$ cat config.mk
export PLATFORM = sky130hd
export DESIGN_NAME = hazard_ctrl
export DESIGN_NICKNAME = d
export VERILOG_FILES = /design/src/rtl/hazard_ctrl.sv
export SDC_FILE = /design/constraint.sdc
export NUM_CORES = 1
export LEC_CHECK = 0
export CORE_ASPECT_RATIO = 0.6
export CORE_MARGIN = 3
export CORE_UTILIZATION = 48
export DETAILED_ROUTE_END_ITERATION = 6
export PLACE_DENSITY = 0.91
export SETUP_SLACK_MARGIN = 0.1
export SYNTH_ARGS = -nofsm -noshare
export SYNTH_HDL_FRONTEND = slang
export SYNTH_SLANG_ARGS = --single-unit
$ cat constraint.sdc
create_clock -name clk -period 2.3 [get_ports clk]
set_clock_uncertainty 0.05 [all_clocks]
set_input_delay 0.23 -clock clk [delete_from_list [all_inputs] [get_ports clk]]
set_output_delay 0.23 -clock clk [all_outputs]
set_load 0.02 [all_outputs]
$ cat src/rtl/hazard_ctrl.sv
// Hazard and flow control for the 16-bit five-stage core: load-use bubbles,
// branch squash, memory-wait freeze, halt drain and saturating event counters.
module hazard_ctrl #(
   parameter int CNT_W        = 16,
   parameter int DRAIN_CYCLES = 3
) (
   input  logic             clk,
   input  logic             rst,
   input  logic             id_valid,
   input  logic [3:0]       id_rs,
   input  logic [3:0]       id_rt,
   input  logic             id_uses_rs,
   input  logic             id_uses_rt,
   input  logic             id_halt,
   input  logic             ex_memtoreg,
   input  logic             ex_rf_write,
   input  logic [3:0]       ex_rf_write_reg,
   input  logic             ex_branch_taken,
   input  logic             mem_busy,
   output logic             pc_wen,
   output logic             ifid_wen,
   output logic             ifid_flush,
   output logic             idex_wen,
   output logic             idex_stall,
   output logic             idex_flush,
   output logic             halted,
   output logic [CNT_W-1:0] stall_cnt,
   output logic [CNT_W-1:0] flush_cnt
);

   typedef enum logic [1:0] {RUN, DRAIN, HALTED} state_t;

   localparam logic [2:0] DRAIN_LD = 3'(DRAIN_CYCLES);

   state_t     state, state_nxt;
   logic [2:0] drain_cnt, drain_cnt_nxt;
   logic       lu, stall_inc, flush_inc;

   assign lu = id_valid & ex_memtoreg & ex_rf_write & (ex_rf_write_reg != 4'd0) &
               ((id_uses_rs & (id_rs == ex_rf_write_reg)) |
                (id_uses_rt & (id_rt == ex_rf_write_reg)));

   always_comb begin
      state_nxt     = state;
      drain_cnt_nxt = drain_cnt;
      pc_wen        = 1'b1;
      ifid_wen      = 1'b1;
      idex_wen      = 1'b1;
      ifid_flush    = 1'b0;
      idex_stall    = 1'b0;
      idex_flush    = 1'b0;
      halted        = 1'b0;
      stall_inc     = 1'b0;
      flush_inc     = 1'b0;
      unique case (state)
         RUN: begin
            if (mem_busy) begin
               pc_wen   = 1'b0;
               ifid_wen = 1'b0;
               idex_wen = 1'b0;
            end else if (ex_branch_taken) begin
               idex_flush = 1'b1;
               ifid_flush = 1'b1;
               flush_inc  = 1'b1;
            end else if (lu) begin
               pc_wen     = 1'b0;
               ifid_wen   = 1'b0;
               idex_stall = 1'b1;
               stall_inc  = 1'b1;
            end else if (id_valid && id_halt) begin
               state_nxt     = DRAIN;
               drain_cnt_nxt = DRAIN_LD;
            end
         end
         DRAIN: begin
            pc_wen   = 1'b0;
            ifid_wen = 1'b0;
            if (mem_busy) begin
               idex_wen = 1'b0;
            end else begin
               idex_stall    = 1'b1;
               drain_cnt_nxt = drain_cnt - 3'd1;
               if (drain_cnt <= 3'd1) state_nxt = HALTED;
            end
         end
         HALTED: begin
            pc_wen   = 1'b0;
            ifid_wen = 1'b0;
            idex_wen = 1'b0;
            halted   = 1'b1;
         end
         default: state_nxt = RUN;
      endcase
   end

   always_ff @(posedge clk or negedge rst) begin
      if (!rst) begin
         state     <= RUN;
         drain_cnt <= 3'd0;
         stall_cnt <= '0;
         flush_cnt <= '0;
      end else begin
         state     <= state_nxt;
         drain_cnt <= drain_cnt_nxt;
         // saturate at all-ones so long runs never wrap back to small values
         if (stall_inc && (stall_cnt != '1)) stall_cnt <= stall_cnt + CNT_W'(1);
         if (flush_inc && (flush_cnt != '1)) flush_cnt <= flush_cnt + CNT_W'(1);
      end
   end

endmodule

==> metrics.md, run 1 <==
| Metric | Value |
|---|---|
| Syn. warnings | 0 |
| Clk_lat worst skew | 290 ps |
| Slew headroom | 68.4% |
| CTS tree | done |
| DRT Wirelength | 5930 um |
| Worst Path Max Fanout | 6 |
| Initial DRT Pass Iterations | 5 |
| Crit path capture type | flop |
| RSZ-0062 raised after global routing | yes |
| IO Port Bufs | 60 |
| Synth async-reset ratio | 100% |
| Root Driver | clkbuf_8 |
| H-tree depth | 2 |
| Final instance area | 0.00300 sq mm |
| Hold violation count in the final report | 0 |
| #FFs+latches synth | 37 |
| Final worst slack | 200 ps |
| Dpl cells | 345 |
| Tcrit/Tclk final | 91.3% |
| CP Launch Type | flop |
| # hold bufs at CTS | 0 |
| Syn Inst Count | 218 |
| FF-to-FF End | flush_cnt[15] |
| CTS Buffer Depth | 2 |
| Worst Tran Pin Value | 474 ps |
| Req. time, crit path | 2470 ps |
| Hold WS | 304 ps |
| Critical path class | reg2reg |
| Routed Antenna Nets | 0 |
| Max-slew violation count | 0 |
| Post-Syn Nets | 247 |
| FF/Latch Area | 926 sq um |
| Worst VDD drop | 608 uV |
| Max Cap Viol | 0 |
| Finished Layout Cells | 354 |
| HP Class | in2async |
| Synth area leader | dfrtp_1 |
| Primary FF master, synth | dfrtp_1 |
| Rows | 18 |
| CP max stage delay | 440 ps |
| Tot GR Track Use | 22.3% |
| Layout cells sized above 1 | 14.3% |
| Reg2Reg Depth | 9 |
| Initial antenna violation count | 0 |
| Dpl hpwl | 4210 um |
| Average wire per standard cell | 16.7 um |
| Final net count | 322 |
| Worst R2R Start | state[0] |
| Synth top area cells | dfrtp_1, xor2_1, xnor2_1 |
| Gr ovfl total | 0 |
| Library cells used by synthesis | 42 |
| Initial core utilization | 51.1% |
| Mapped Avg Cell Area | 9.88 sq um |
| Vias | 1987 |
| Placer Congestion | 0.840 |
| Pin count of the biggest net entering global routing | 38 |
| Die area | 0.00535 sq mm |
| Chip width | 92.5 um |
| First-pass GRT wire length | 9220 um |
| Yosys top cell area share | 43.0% |
| Pleak | 0.00138 uW |
| Flop2flop setup slack | 200 ps |
| Area Overhead vs Synth | 39.4% |
| Crit path to | flush_cnt[15] |
| WP data arrival | 2270 ps |
| Fmax | 0.476 GHz |
| Via-to-Cell Ratio | 5.61 |
| Multi-input gate area | 0.00117 sq mm |
| Via count of the first global-routing pass | 1858 |
| Core area | 0.00421 sq mm |
| Mapped cell area | 0.00215 sq mm |
| Initial DRC Count | 175 |
| Setup crit start | state[0] |
| TritonCTS Sinks | 37 |
| Critical path cell sequence | inv_1 > ha_1 > buf_4 > nand3b_1 > nor2_1 > nand2_1 > or3_4 > nor2_4 > xor2_2 |
| Power Density | 723 mW/mm^2 |
| Reg clk slew, reported paths | 70 ps |
| IO Pins | 61 |
| DP Area | 0.00288 sq mm |
| Count of final setup violators | 0 |
| DRC | 0 |
| Fin crit period | 2100 ps |
| Register area share after synthesis | 43.0% |
| TritonCTS Buffers | 5 |
| Status | finished, final reports clean |
| Die height | 57.9 um |
| Fillcell total | 296 |
| Final antenna diode count | 0 |
| Pre-CTS WS | -269 ps |
| TNS Setup | 0 ps |
| Max stage delay cell, worst path | or3_4 |
| Number of flops mapped to enable cells by yosys | 0 |
==> report_power, final <==
group | internal, uW | total, uW | switching, uW
registers | 735 | 822 | 87.5
clock network | 210 | 436 | 226
logic | 404 | 913 | 509
total | 1350 | 2170 | 822
==> kinds of logic after synthesis <==
| kind of cell | Yosys count | share of synthesized area, % |
|---|---|---|
| xor+xnor | 35 | 14.2 |
| flops | 37 | 43.0 |
| compound gates | 22 | 6.74 |
| mux | 4 | 2.03 |
| fa+ha+maj | 7 | 4.07 |
| buf+inv | 18 | 4.42 |
| simple gates | 95 | 25.5 |
==> synthesized netlist by cell type (2+ instances only) <==
cell,count
dfrtp_1,37
xor2_1,24
nor2_1,18
nand2_1,15
nand3_1,15
inv_1,12
nor3_1,11
xnor2_1,11
nand4_1,8
ha_1,7
a21oi_1,5
o21ai_0,5
nand4b_1,4
mux2_2,3
nand2b_1,3
nor4_1,3
o21a_1,3
o22ai_1,3
and3_1,2
and4_1,2
buf_4,2
nand3b_1,2
nor3_2,2
nor4_4,2
or3_1,2
==> area by class of cell <==
type                       count  area share [%]
inverter                      12            1.50
tap                           60            2.50
multi-input combinational    163            39.1
clock inverter                 2           0.333
clock buffer                   6            2.42
timing repair buffer          74            23.3
sequential                    37            30.8
==> sequential cells by signal (all words and copies together), names as in the netlist <==
register / flops
drain_cnt: 3
flush_cnt: 16
stall_cnt: 16
state: 2
==> worst min path at each step <==
stage                       from            end  slack, ps  cells past startpoint
floorplan                    rst   drain_cnt[0]       -120                      0
global placement    flush_cnt[9]   flush_cnt[9]        430                      1
detailed placement  flush_cnt[7]   flush_cnt[7]        440                      1
CTS                          rst  flush_cnt[11]        320                      2
global route                 rst  flush_cnt[11]        360                      2
finish                       rst  flush_cnt[13]        300                      2
==> critical path: cells and delay by family, from the launching register on <==
kind	cells	cell delay [ps]
and+or+nand+nor	5	1020
DFF	1	400
buffers and inverters	2	250
adders and majority gates	1	170
xor gates and xnor gates	1	160
==> cells in the final DEF, fill, tap and decap left out, types with 3 or more instances in the layout <==
cell,instances
clkdlybuf4s50_1,52
buf_4,14
nand4_1,8
ha_1,7
nand2b_1,3
nand3_1,15
xnor2_1,11
nor3_1,10
xor2_1,23
o21a_1,3
dlymetal6s2s_1,3
nand4b_1,4
o21ai_0,5
o22ai_1,3
nor2_1,16
nor3_2,3
a21oi_1,5
clkbuf_8,5
mux2_2,3
nand2_1,15
dfrtp_1,37
inv_1,11
==> layer usage <==
| metal | vias to the layer above | GRT usage [%] | routed length [um] |
|---|---|---|---|
| met5 | - | 0 | 0 |
| met4 | 0 | 6.13 | 53 |
| met3 | 10 | 6.49 | 403 |
| met2 | 93 | 31.9 | 2660 |
| met1 | 975 | 33.1 | 2810 |
| li1 | 909 | - | - |
==> stage by stage <==
stage / util (%) / total power [uW]
after floorplan: - / 1370
after global placement: 68.3 / 1730
after detailed placement: 68.3 / 1750
after CTS: 70.2 / 2160
after global routing: 71.3 / 2280
final: 71.3 / 2170
==> what timing repair did <==
action | in CTS | in global routing
endpoints found under the setup margin | 6 | 11
resized for setup | 10 | 13
setup buffers | 0 | 1
pin swaps | 0 | 2
(Power assumes the default switching activity.)
==> run 2: changes to the inputs <==
--- a/config.mk
+++ b/config.mk
@@ -7,9 +7,9 @@
 export LEC_CHECK = 0
 export CORE_ASPECT_RATIO = 0.6
 export CORE_MARGIN = 3
-export CORE_UTILIZATION = 48
+export CORE_UTILIZATION = 51
 export DETAILED_ROUTE_END_ITERATION = 6
-export PLACE_DENSITY = 0.91
+export PLACE_DENSITY = 0.95
 export SETUP_SLACK_MARGIN = 0.1
 export SYNTH_ARGS = -nofsm -noshare
 export SYNTH_HDL_FRONTEND = slang
==> constraint.sdc (replaced) <==
create_clock -name clk -period 2.5 [get_ports clk]
set_clock_uncertainty 0.05 [all_clocks]
set_input_delay 0.25 -clock clk [delete_from_list [all_inputs] [get_ports clk]]
set_output_delay 0.25 -clock clk [all_outputs]
set_load 0.02 [all_outputs]
==> run 2 against run 1 <==
Total power decreased by 9.8%. Largest cell class unchanged. Worst setup slack got worse by 38 ps. Global-route usage grew 0.40 points. Clock-buffer cell count fell by 1.
==> metrics.md, run 2 (same netlist as run 1, synthesis figures left out) <==
| Metric | Value |
|---|---|
| Status | finished, final reports clean (unchanged) |
| DP Area | 0.00284 sq mm (was 0.00288 sq mm) |
| Clk pwr share | 19.4% (was 20.1%) |
| Chip width | 89.9 um (was 92.5 um) |
| FF-to-FF End | flush_cnt[15] (unchanged) |
| Initial DRT Pass Iterations | 4 (was 5) |
| DRC | 0 (unchanged) |
| TritonCTS Sinks | 37 (unchanged) |
| Count of final setup violators | 0 (unchanged) |
| RSZ-0062 raised after global routing | yes (unchanged) |
| WP data arrival | 2040 ps (was 2270 ps) |
| Commonest cells after routing, fill and taps aside | clkdlybuf4s50_1, dfrtp_1, xor2_1 (unchanged) |
| DRT Wirelength | 5590 um (was 5930 um) |
| Crit path capture type | primary output (was flop) |
| IO Port Bufs | 60 (unchanged) |
| Max Cap Viol | 0 (unchanged) |
| Initial DRC Count | 153 (was 175) |
| Routed Antenna Nets | 0 (unchanged) |
| Tcrit/Tclk final | 93.5% |
| Layout cells sized above 1 | 9.09% (was 14.3%) |
| Dpl hpwl | 4220 um (was 4210 um) |
| Pleak | 0.00134 uW (was 0.00138 uW) |
| Setup bufs post-CTS | 0 (unchanged) |
| Fin crit period | 2340 ps |
| HP Class | in2async (unchanged) |
| Hold violation count in the final report | 0 (unchanged) |
| Stages on the worst setup path | 8 (was 9) |
| Power Internal | 1220 uW (was 1350 uW) |
| Post-CTS Resized | 3 (was 10) |
| Placer Congestion | 0.800 (was 0.840) |
| Critical path class | in2out (was reg2reg) |
| Power Density | 672 mW/mm^2 (was 723 mW/mm^2) |
| Worst Path Buf+Inv | 2 (unchanged) |
| Max-slew violation count | 0 (unchanged) |
| Tot GR Track Use | 22.7% (was 22.3%) |
| Req. time, crit path | 2200 ps (was 2470 ps) |
| Most frequent CP cell | nor2_1 |
| Final antenna diode count | 0 (unchanged) |
| Reg2Reg Depth | 9 (unchanged) |
| Pre-CTS WS | -111 ps (was -269 ps) |
| Critical path's top delay family | buffers and inverters (was simple AND/OR/NAND/NOR gates) |
| Net Sw Frac | 37.7% (was 37.9%) |
| Gr ovfl total | 0 (unchanged) |
| Final worst slack | 162 ps (was 200 ps) |
| Via-to-Cell Ratio | 5.49 (was 5.61) |
| CTS tree | done (unchanged) |
| Slew headroom | 67.5% (was 68.4%) |
| Worst R2R Start | state[0] (unchanged) |
| Initial core utilization | 55.9% (was 51.1%) |
| First-pass GRT wire length | 8990 um (was 9220 um) |
| Via count of the first global-routing pass | 1788 (was 1858) |
| Seq pwr share | 38.7% (was 37.9%) |
| Core area | 0.00385 sq mm (was 0.00421 sq mm) |
| Initial antenna violation count | 0 (unchanged) |
| Pin count of the biggest net entering global routing | 38 (unchanged) |
| Die height | 56.3 um (was 57.9 um) |
| Worst Tran Pin Value | 487 ps (was 474 ps) |
| Most common cell after layout, fill and taps aside | clkdlybuf4s50_1 (unchanged) |
| Dpl cells | 337 (was 345) |
| Tot Pwr | 1960 uW (was 2170 uW) |
| Switch Pwr | 739 uW (was 822 uW) |
| Max stage delay cell, worst path | clkdlybuf4s50_1 (was or3_4) |
| Flop2flop setup slack | 340 ps (was 200 ps) |
| Area Overhead vs Synth | 35.4% (was 39.4%) |
| Top flop regs | flush_cnt: 16 flops, stall_cnt: 16 flops, drain_cnt: 3 flops (unchanged) |
| Rows | 17 (was 18) |
| Root Driver | clkbuf_8 (unchanged) |
| Fmax | 0.428 GHz |
| TritonCTS Buffers | 5 (unchanged) |
| CTS Buffer Depth | 2 (unchanged) |
| Worst Path Max Fanout | 4 (was 6) |
| Clk_lat worst skew | 290 ps (about the same) |
| CP Launch Type | input port (was flop) |
| Final instance area | 0.00292 sq mm (was 0.00300 sq mm) |
| Critical path cell sequence | clkdlybuf4s50_1 > nor4_1 > nor2_1 > nand4_1 > and2_4 > nor2_1 > o22ai_1 > dlygate4sd2_1 (was inv_1 > ha_1 > buf_4 > nand3b_1 > nor2_1 > nand2_1 > or3_4 > nor2_4 > xor2_2) |
| Worst VDD drop | 506 uV (was 608 uV) |
| Finished Layout Cells | 343 (was 354) |
| # hold bufs at CTS | 0 (unchanged) |
| IO Pins | 61 (unchanged) |
| Die area | 0.00506 sq mm (was 0.00535 sq mm) |
| H-tree depth | 2 (unchanged) |
| Average wire per standard cell | 16.3 um (was 16.7 um) |
| Vias | 1884 (was 1987) |
| CP max stage delay | 480 ps (was 440 ps) |
| Combinational Power Share | 42.0% (was 42.1%) |
| Final net count | 316 (was 322) |
| Reg clk slew, reported paths | 70 ps (about the same) |
## run 2: per-stage QoR
step	setup TNS (ps)	hold slack [ps]	utilization (%)
after floorplan	0	-95.6	-
after global placement	0	431	73.6
after detailed placement	-255	435	73.6
after CTS	0	343	75.5
after global routing	0	356	75.7
final	0	333	75.7
## run 2: how the worst max path moves through the flow
stage	from	end	slack [ps]
global route	ex_rf_write_reg[0]	pc_wen	30
CTS	state[1]	idex_flush	110
floorplan	ex_rf_write_reg[0]	pc_wen	470
finish	ex_rf_write_reg[0]	ifid_wen	160
global placement	ex_rf_write_reg[0]	ifid_wen	4
detailed placement	ex_rf_write_reg[0]	ifid_wen	-110
## run 2: routing by layer
metal,wire length (um),up-vias,GRT usage (%)
met5,0,-,0
met4,46,0,9.37
met3,373,4,6.69
met2,2610,65,32.2
met1,2560,917,32.3
li1,-,898,-
## run 2: cell type report
cell class                 instances  area (sq um)
multi-input combinational        163          1140
fill                             242           935
sequential                        37           926
timing repair buffer              68           662
tap                               57          71.3
clock buffer                       5          68.8
inverter                          12          45.0
clock inverter                     1          5.00
## run 2: power groups by stage
stage                     Sequential (uW)  Clock, uW  Combinational, uW
final                                 758        380                822
after global routing                  771        412                894
after CTS                             754        386                819
after detailed placement              765          0                829
after global placement                760          0                801
after floorplan                       793          0                469
==> run 3: changes to the inputs <==
--- a/config.mk
+++ b/config.mk
@@ -11,6 +11,7 @@
 export DETAILED_ROUTE_END_ITERATION = 6
 export PLACE_DENSITY = 0.95
 export SETUP_SLACK_MARGIN = 0.1
+export SKIP_LAST_GASP = 1
 export SYNTH_ARGS = -nofsm -noshare
 export SYNTH_HDL_FRONTEND = slang
 export SYNTH_SLANG_ARGS = --single-unit
==> results of run 3 <==
Final layout, timing and power as in run 2 (identical DEF).
